**config.mk**
```make
export PLATFORM = sky130hd
export DESIGN_NAME = microcode_sequencer
export DESIGN_NICKNAME = d
export VERILOG_FILES = /design/src/rtl/microcode_sequencer.sv
export SDC_FILE = /design/constraint.sdc
export NUM_CORES = 1
export LEC_CHECK = 0
export ABC_AREA = 1
export ABC_CLOCK_PERIOD_IN_PS = 1250
export BUFFER_PORTS_ARGS = -buffer_cell sky130_fd_sc_hd__buf_2
export CAP_MARGIN = 10
export CORE_MARGIN = 2
export CORE_UTILIZATION = 45
export CTS_CLUSTER_DIAMETER = 120
export DETAILED_ROUTE_END_ITERATION = 12
export GPL_ROUTABILITY_DRIVEN = 0
export GPL_TIMING_DRIVEN = 0
export HOLD_SLACK_MARGIN = 0.02
export PLACE_DENSITY = 0.73
export SLEW_MARGIN = 5
export SYNTH_ARGS = -nofsm -noshare
export SYNTH_HDL_FRONTEND = slang
export SYNTH_SLANG_ARGS = --single-unit
```
**constraint.sdc**
```tcl
create_clock -name clk -period 1.25 [get_ports clk]
set_clock_uncertainty 0.05 [all_clocks]
set_input_delay 0.125 -clock clk [delete_from_list [all_inputs] [get_ports clk]]
set_output_delay 0.125 -clock clk [all_outputs]
set_load 0.02 [all_outputs]
```
**src/rtl/microcode_sequencer.sv**
```systemverilog
// Microcode sequencer: fetches words from an external microcode ROM, handles
// jumps, branches and halt internally, and issues all other opcodes to the datapath.
module microcode_sequencer #(
  parameter int ROM_addressBits = 6,
  parameter int RF_addressBits  = 3
) (
  input  logic                          clk,
  input  logic                          rst_n,
  input  logic                          start,
  input  logic                          dp_ready,
  input  logic                          flag_z,
  input  logic                          flag_n,
  output logic                          ROM_readEnable,
  output logic [ROM_addressBits-1:0]    ROM_address,
  input  logic [4+2*RF_addressBits:0]   ROM_data,
  output logic [3:0]                    opcode,
  output logic [RF_addressBits-1:0]     ra,
  output logic [RF_addressBits-1:0]     rb,
  output logic                          instr_valid,
  output logic                          halted
);

  localparam int R = RF_addressBits;

  localparam logic [3:0] OP_JMP  = 4'b1100;
  localparam logic [3:0] OP_BRZ  = 4'b1101;
  localparam logic [3:0] OP_BRN  = 4'b1110;
  localparam logic [3:0] OP_HALT = 4'b1111;

  localparam logic [ROM_addressBits-1:0] PC_ZERO = '0;
  localparam logic [ROM_addressBits-1:0] PC_ONE  = 1;

  typedef enum logic [2:0] {
    IDLE,
    FETCH,
    DECODE,
    ISSUE,
    HALT
  } state_t;

  state_t                     state;
  logic [ROM_addressBits-1:0] pc;
  logic [ROM_addressBits-1:0] pc_next_seq;
  logic [3:0]                 word_op;
  logic [R-1:0]               word_ra;
  logic [R-1:0]               word_rb;
  logic [ROM_addressBits-1:0] word_target;

  // The branch target overlaps the register fields; the opcode decides which view applies.
  assign word_op     = ROM_data[4+2*R:1+2*R];
  assign word_ra     = ROM_data[2*R:R+1];
  assign word_rb     = ROM_data[R:1];
  assign word_target = ROM_data[ROM_addressBits-1:0];

  assign pc_next_seq = pc + PC_ONE;
  assign ROM_address = pc;

  // Strobe outputs are registered: they are loaded together with the state they belong to.
  always_ff @(posedge clk or negedge rst_n) begin
    if (!rst_n) begin
      state          <= IDLE;
      pc             <= PC_ZERO;
      opcode         <= 4'b0000;
      ra             <= '0;
      rb             <= '0;
      instr_valid    <= 1'b0;
      halted         <= 1'b0;
      ROM_readEnable <= 1'b0;
    end else begin
      case (state)
        IDLE: begin
          pc <= PC_ZERO;
          if (start) begin
            state          <= FETCH;
            ROM_readEnable <= 1'b1;
          end
        end

        FETCH: begin
          state          <= DECODE;
          ROM_readEnable <= 1'b0;
        end

        DECODE: begin
          opcode <= word_op;
          ra     <= word_ra;
          rb     <= word_rb;
          case (word_op)
            OP_JMP: begin
              pc             <= word_target;
              state          <= FETCH;
              ROM_readEnable <= 1'b1;
            end
            OP_BRZ: begin
              pc             <= flag_z ? word_target : pc_next_seq;
              state          <= FETCH;
              ROM_readEnable <= 1'b1;
            end
            OP_BRN: begin
              pc             <= flag_n ? word_target : pc_next_seq;
              state          <= FETCH;
              ROM_readEnable <= 1'b1;
            end
            OP_HALT: begin
              state  <= HALT;
              halted <= 1'b1;
            end
            default: begin
              state       <= ISSUE;
              instr_valid <= 1'b1;
            end
          endcase
        end

        ISSUE: begin
          if (dp_ready) begin
            pc             <= pc_next_seq;
            state          <= FETCH;
            instr_valid    <= 1'b0;
            ROM_readEnable <= 1'b1;
          end
        end

        HALT: begin
          if (start) begin
            pc             <= PC_ZERO;
            state          <= FETCH;
            halted         <= 1'b0;
            ROM_readEnable <= 1'b1;
          end
        end

        default: begin
          state          <= IDLE;
          pc             <= PC_ZERO;
          instr_valid    <= 1'b0;
          halted         <= 1'b0;
          ROM_readEnable <= 1'b0;
        end
      endcase
    end
  end

endmodule

```
==> flow_metrics.env, run 1 <==
export IMPL_layout_drive_gt1_share_pct=45.8
export IMPL_syn_inst=160
export IMPL_hold_end="opcode[1]"
export IMPL_drv_cap=0
export IMPL_clockBufferDepth=2
export IMPL_ys_top_cells_by_count="47 x nand2_1, 22 x dfrtp_1, 22 x nor2_1, 18 x inv_1, 10 x a21oi_1"
export IMPL_slew_violations=0
export IMPL_viasPerCell=5.05
export IMPL_violations="negative setup slack"
export IMPL_cts_tree="yes"
export IMPL_diodes=0
export IMPL_leakage_uw=0.000975
export IMPL_ios=36
export IMPL_rr_startpoint="state[1]"
export IMPL_insertion_delay_ns=0.31
export IMPL_setup_slack_ns=-0.230
export IMPL_port_buffers=35
export IMPL_crit_type="reg -> reg"
export IMPL_synthesis_area_sq_um=1200
export IMPL_initial_core_util_pct=48.1
export IMPL_num_rows=18
export IMPL_hpwl_mm=2.02
export IMPL_grt_max_degree=23
export IMPL_antenna_found_initial=0
export IMPL_grt_pass1_wl_mm=5.35
export IMPL_synth_seq_cells=22
export IMPL_finalNetCount=244
export IMPL_arrival_ns=1.64
export IMPL_setup_viol=20
export IMPL_tightestPinTransition_ns=0.521
export IMPL_pre_cts_slack_ns=-0.184
export IMPL_cts_root_buf="clkbuf_4"
export IMPL_crit_required_ns=1.41
export IMPL_drc=0
export IMPL_max_freq_ghz=0.676
export IMPL_die_h_microns=55.7
export IMPL_fin_crit_ns=1.48
export IMPL_cp_max_fo=5
export IMPL_synth_area_top_cells="dfrtp_1 46%, nand2_1 15%, nor2_1 6.9%"
export IMPL_grt_overflow_total=0
export IMPL_avgSynthCellArea_sq_um=7.52
export IMPL_wl_per_cell_microns=13.4
export IMPL_synth_ff_type="dfrtp_1"
export IMPL_r2r_setup_slack_ns=-0.23
export IMPL_clkSinkCount=22
export IMPL_min_from="ROM_data[8]"
export IMPL_clk_pin_slew_ns=0.14
export IMPL_synthArstFlopShare_pct=100
export IMPL_cts_buffers_inserted=3
export IMPL_rsz0062_at_grt="true"
export IMPL_fin_crit_sh_pct=118
export IMPL_synth_top_cell_by_area="dfrtp_1"
export IMPL_drt_first_pass_iters=4
export IMPL_syn2layout_area_growth_pct=53.2
export IMPL_hold_path_class="in -> reg"
export IMPL_synth_most_common_cell="nand2_1"
export IMPL_whs_path_depth=3
export IMPL_place_area_sq_um=1420
export IMPL_vias=1287
export IMPL_synth_seq_area_share_pct=45.7
export IMPL_hold_violations=0
export IMPL_htreeDepth=1
export IMPL_cellPowerDensity_nw_per_um2=2840
export IMPL_grt_pass1_vias=1266
export IMPL_synth_edff_count=0
export IMPL_fin_area_sq_um=1840
export IMPL_critPathCaptureType="register"
export IMPL_crit_reg2reg_capture="ROM_address[3]"
export IMPL_die_w_microns=55.7
export IMPL_rr_worst_depth=7
export IMPL_wl_mm=3.41
export IMPL_antenna_left=0
export IMPL_status="complete, but fails checks"
export IMPL_grt_use_total_pct=20.9
export IMPL_maxSlewHeadroom_pct=65.3
export IMPL_worstSetupStartpointType="register"
export IMPL_fp_coreArea_sq_um=2500
export IMPL_yosysUniqueCellTypes=21
export IMPL_yosysTopAreaCellShare_pct=45.7
export IMPL_drtIter0Drc=41
export IMPL_synth_fp_nets=178
export IMPL_die_area_sq_um=3100
export IMPL_ir_drop_uv=1790
export IMPL_ys_warn_count=0
[cell type report]
type | count | area [sq um]
inverter | 21 | 83.8
clock buffer | 3 | 22.5
fill | 184 | 656
multi-input combinational | 115 | 674
sequential | 22 | 557
tap | 30 | 37.5
buffer | 1 | 11.3
clock inverter | 1 | 30.0
timing repair buffer | 62 | 428
[state kept, by name, indices dropped and copies added (netlist names)]
| name | flops |
|---|---|
| ROM_address | 6 |
| opcode | 4 |
| ra | 3 |
| rb | 3 |
| state | 3 |
| ROM_readEnable | 1 |
| halted | 1 |
| instr_valid | 1 |
[cell usage in the layout, fill, tap and decap left out, drive strengths merged]
master / n
nand3b: 1
and2: 1
nor3: 2
nor2: 24
dlygate4sd3: 9
inv: 20
clkbuf: 3
a21oi: 10
buf: 54
o21ai: 10
xor2: 1
dfrtp: 22
nand2: 53
ha: 1
nand3: 9
xnor2: 2
bufinv: 1
nand4: 1
clkinv: 1
[what timing repair did]
action	4_1_cts	5_1_grt
endpoints found under the setup margin	22	22
cloned	1	0
resized for setup	24	26
hold buffers	9	0
pin swaps	6	11
setup buffers	8	9
endpoints found under the hold margin	30	0
[report_power, final]
group | switching (uW) | internal [uW] | total, uW
clock | 239 | 324 | 563
sequential | 343 | 1080 | 1420
combinational | 1860 | 1390 | 3250
[cell families after synthesis]
| logic type | count (synthesis) | share of synthesized area (%) |
|---|---|---|
| compound gates | 20 | 8.32 |
| flops | 22 | 45.7 |
| buf+inv | 23 | 7.90 |
| simple gates | 91 | 34.8 |
| fa+ha+maj | 1 | 1.04 |
| xor+xnor | 3 | 2.18 |
[critical path: stages, from the launching register on]
cell,delay [ns]
dfrtp_2,0.49
nand2_2,0.10
nor2_4,0.06
nand2_4,0.09
nand4_4,0.17
buf_4,0.19
nor2_1,0.14
a21oi_2,0.07
[worst max-delay path by stage]
stage | from | end | slack (ns)
final | state[1] | ROM_address[3] | -0.23
after global routing | state[2] | ROM_address[5] | -0.32
after CTS | state[0] | ROM_address[5] | -0.15
after detailed placement | state[2] | ROM_address[1] | -0.18
after global placement | state[2] | halted | -0.15
after floorplan | ROM_address[0] | ROM_address[2] | -0.009
[layer usage]
layer  part of all wire [%]  track usage (%)  wire, microns  up-vias
li1                       -                -              -      628
met1                     41             24.7           1390      624
met2                     55             38.6           1870       33
met3                    4.0             3.26            137        2
met4                   0.44             6.27             15        0
met5                      0                0              0        -
[per-stage QoR]
stage               setup TNS [ns]  std cells  power [uW]  utilization, %  hold slack, ns
finish                       -2.42        255        5240            73.8          0.0242
CTS                          -1.64        247        4560            67.3          0.0283
floorplan                 -0.00941        160        2970               -          -0.221
detailed placement           -2.74        225        3630            56.9          0.0732
global placement             -2.01        225        3550            56.9          0.0659
global route                 -4.23        255        5620            73.8          0.0465
(Power assumes the default switching activity.)
==> run 2, diff against run 1 <==
--- a/config.mk
+++ b/config.mk
@@ -11,6 +11,7 @@
 export CAP_MARGIN = 10
 export CORE_MARGIN = 2
 export CORE_UTILIZATION = 45
+export CTS_BUF_LIST = sky130_fd_sc_hd__clkbuf_16
 export CTS_CLUSTER_DIAMETER = 120
 export DETAILED_ROUTE_END_ITERATION = 12
 export GPL_ROUTABILITY_DRIVEN = 0
==> constraint.sdc (replaced) <==
create_clock -name clk -period 1.25 [get_ports clk]
set_clock_uncertainty 0.05 [all_clocks]
set_input_delay 0.1875 -clock clk [delete_from_list [all_inputs] [get_ports clk]]
set_output_delay 0.1875 -clock clk [all_outputs]
set_load 0.02 [all_outputs]
==> run 2 against run 1 <==
Net effect:
- the run still ends with negative setup slack left
- largest power group unchanged
- die area is the same
- non-clock buffer count shrank 9
- core utilization shrank 0.95 points
- global-route usage shrank 0.59 points
- worst setup slack gained 0.050 ns
- via count shrank 3.5%
- register-to-register slack gained 0.05 ns
- clock-buffer cell count is the same
- final cell count shrank 3.5%
- flip-flop and latch count is the same
==> flow_metrics.env, run 2 (synthesized netlist as in run 1, its figures left out) <==
export IMPL_layout_commonest_cell="nand2_1"
export IMPL_place_inst=225
export IMPL_drc=0
export IMPL_r2r_setup_slack_ns=-0.18
export IMPL_largest_reg_flops=6
export IMPL_die_area_sq_um=3100
export IMPL_clkSinkCount=22
export IMPL_clk_pin_slew_ns=0.06
export IMPL_leakage_uw=0.000964
export IMPL_wl_met3_microns=136
export IMPL_setup_slack_ns=-0.180
export IMPL_port_buffers=35
export IMPL_critPathCaptureType="register"
export IMPL_ir_drop_uv=1970
export IMPL_crit_type="reg -> reg"
export IMPL_cellPowerDensity_nw_per_um2=3060
export IMPL_hold_end="ra[2]"
export IMPL_fin_crit_sh_pct=114
export IMPL_initial_core_util_pct=48.1
export IMPL_rr_worst_depth=8
export IMPL_rr_startpoint="state[2]"
export IMPL_layout_drive_gt1_share_pct=47.7
export IMPL_die_w_microns=55.7
export IMPL_fp_coreArea_sq_um=2500
export IMPL_diodes=0
export IMPL_maxSlewHeadroom_pct=66.4
export IMPL_final_cells=246
export IMPL_hpwl_mm=2.02
export IMPL_cts_root_buf="clkbuf_16"
export IMPL_grt_use_total_pct=20.3
export IMPL_status="complete, but fails checks"
export IMPL_path_delay_family="simple AND/OR/NAND/NOR gates"
export IMPL_antenna_left=0
export IMPL_worstSetupStartpointType="register"
export IMPL_cpPeakStageDelay_ns=0.39
export IMPL_route_met2_wl_mm=1.69
export IMPL_tightestPinTransition_ns=0.504
export IMPL_syn2layout_area_growth_pct=51.2
export IMPL_hold_path_class="in -> reg"
export IMPL_cp_max_fo=5
export IMPL_min_from="ROM_data[6]"
export IMPL_drv_cap=0
export IMPL_crit_required_ns=1.34
export IMPL_crit_slowest_cell="dfrtp_1"
export IMPL_finalNetCount=235
export IMPL_nFillCells=179
export IMPL_drt_first_pass_iters=4
export IMPL_hold_violations=0
export IMPL_grt_max_degree=23
export IMPL_die_h_microns=55.7
export IMPL_violations="negative setup slack"
export IMPL_max_freq_ghz=0.699
export IMPL_vias=1242
export IMPL_antenna_found_initial=0
export IMPL_whs_path_depth=3
export IMPL_viasPerCell=5.05
export IMPL_cts_buffers_inserted=3
export IMPL_mostFrequentLayoutCells="39 x nand2_1, 35 x buf_2, 17 x dfrtp_1, 15 x inv_1, 13 x nor2_1"
export IMPL_slew_violations=0
export IMPL_wl_met1_mm=1.28
export IMPL_insertion_delay_ns=0.25
export IMPL_arrival_ns=1.52
export IMPL_setup_viol=19
export IMPL_tns_ns=-2.04
export IMPL_num_rows=18
export IMPL_wl_mm=3.15
export IMPL_wl_per_cell_microns=12.8
export IMPL_cts_tree="yes"
export IMPL_htreeDepth=1
export IMPL_drtIter0Drc=46
export IMPL_clockBufferDepth=2
export IMPL_cp_cell_sequence="inv_2 -> nand2_4 -> nor2_4 -> nand2_4 -> nand4_4 -> clkinv_4 -> nor2_4 -> a21oi_2"
export IMPL_rsz0062_at_grt="true"
export IMPL_crit_reg2reg_capture="ROM_address[0]"
export IMPL_fin_crit_ns=1.43
export IMPL_ios=36
export IMPL_grt_pass1_vias=1186
export IMPL_grt_pass1_wl_mm=5.18
export IMPL_grt_overflow_total=0
export IMPL_topRoutingLayerUsed="met4"
export IMPL_cp_num_buf_inv=2
-- run 2: cell types whose count changed in the layout (fill, tap and decap cells not counted), sizes merged --
| cell | delta |
|---|---|
| dlygate4sd3 | -8 |
| buf | -1 |
-- run 2: worst max path at each step --
stage,startpoint,endpoint,slack (ns),cells past startpoint
2_1_floorplan,ROM_address[0],ROM_address[2],-0.009,5
3_3_place_gp,state[2],halted,-0.15,7
3_5_place_dp,state[2],ROM_address[1],-0.18,8
4_1_cts,state[0],ROM_address[5],-0.13,8
5_1_grt,state[2],ROM_address[1],-0.26,8
6_report,state[2],ROM_address[0],-0.18,8
-- run 2: worst min-delay path: cells and delay by family --
family | cells | cell delay [ns]
buffers and inverters | 1 | 0.08
and+or+nand+nor | 2 | 0.09
-- run 2: metal layers --
| layer | vias up | GRT usage (%) |
|---|---|---|
| li1 | 611 | - |
| met1 | 589 | 25.0 |
| met2 | 36 | 36.9 |
| met3 | 6 | 3.26 |
| met4 | 0 | 4.88 |
| met5 | - | 0 |
-- run 2: power breakdown --
group | internal, uW | total, uW | switching [uW]
clock | 636 | 899 | 263
combinational | 1390 | 3230 | 1840
sequential | 1090 | 1440 | 355
total | 3110 | 5570 | 2460
-- run 2: timing repair --
| item | in CTS | in global routing |
|---|---|---|
| resized for setup | 21 | 33 |
| hold buffers | 1 | 0 |
| gates cloned | 1 | 0 |
| endpoints found under the setup margin | 21 | 22 |
| hold endpoints to repair | 22 | 0 |
| buffers inserted | 7 | 9 |
| pin swaps | 7 | 12 |
-- run 2: per-stage QoR --
step / util (%) / hold slack, ns / power, uW / area [sq um] / setup slack [ns]
after floorplan: - / -0.158 / 2970 / 1210 / -0.00941
after global placement: 56.9 / 0.128 / 3550 / 1420 / -0.150
after detailed placement: 56.9 / 0.136 / 3630 / 1420 / -0.184
after CTS: 65.7 / 0.0933 / 4840 / 1640 / -0.128
after global routing: 72.8 / 0.113 / 5950 / 1820 / -0.262
final: 72.8 / 0.0903 / 5570 / 1820 / -0.180
-- run 2: area by class of cell --
class	instances	area [sq um]	share of cell area, %
Sequential cell	22	557	30.6
Clock buffer	3	75.1	4.12
Multi-Input combinational cell	115	682	37.5
Tap cell	30	37.5	2.06
Clock inverter	1	30.0	1.65
Timing Repair Buffer	53	344	18.9
Inverter	21	83.8	4.60
Buffer	1	11.3	0.619
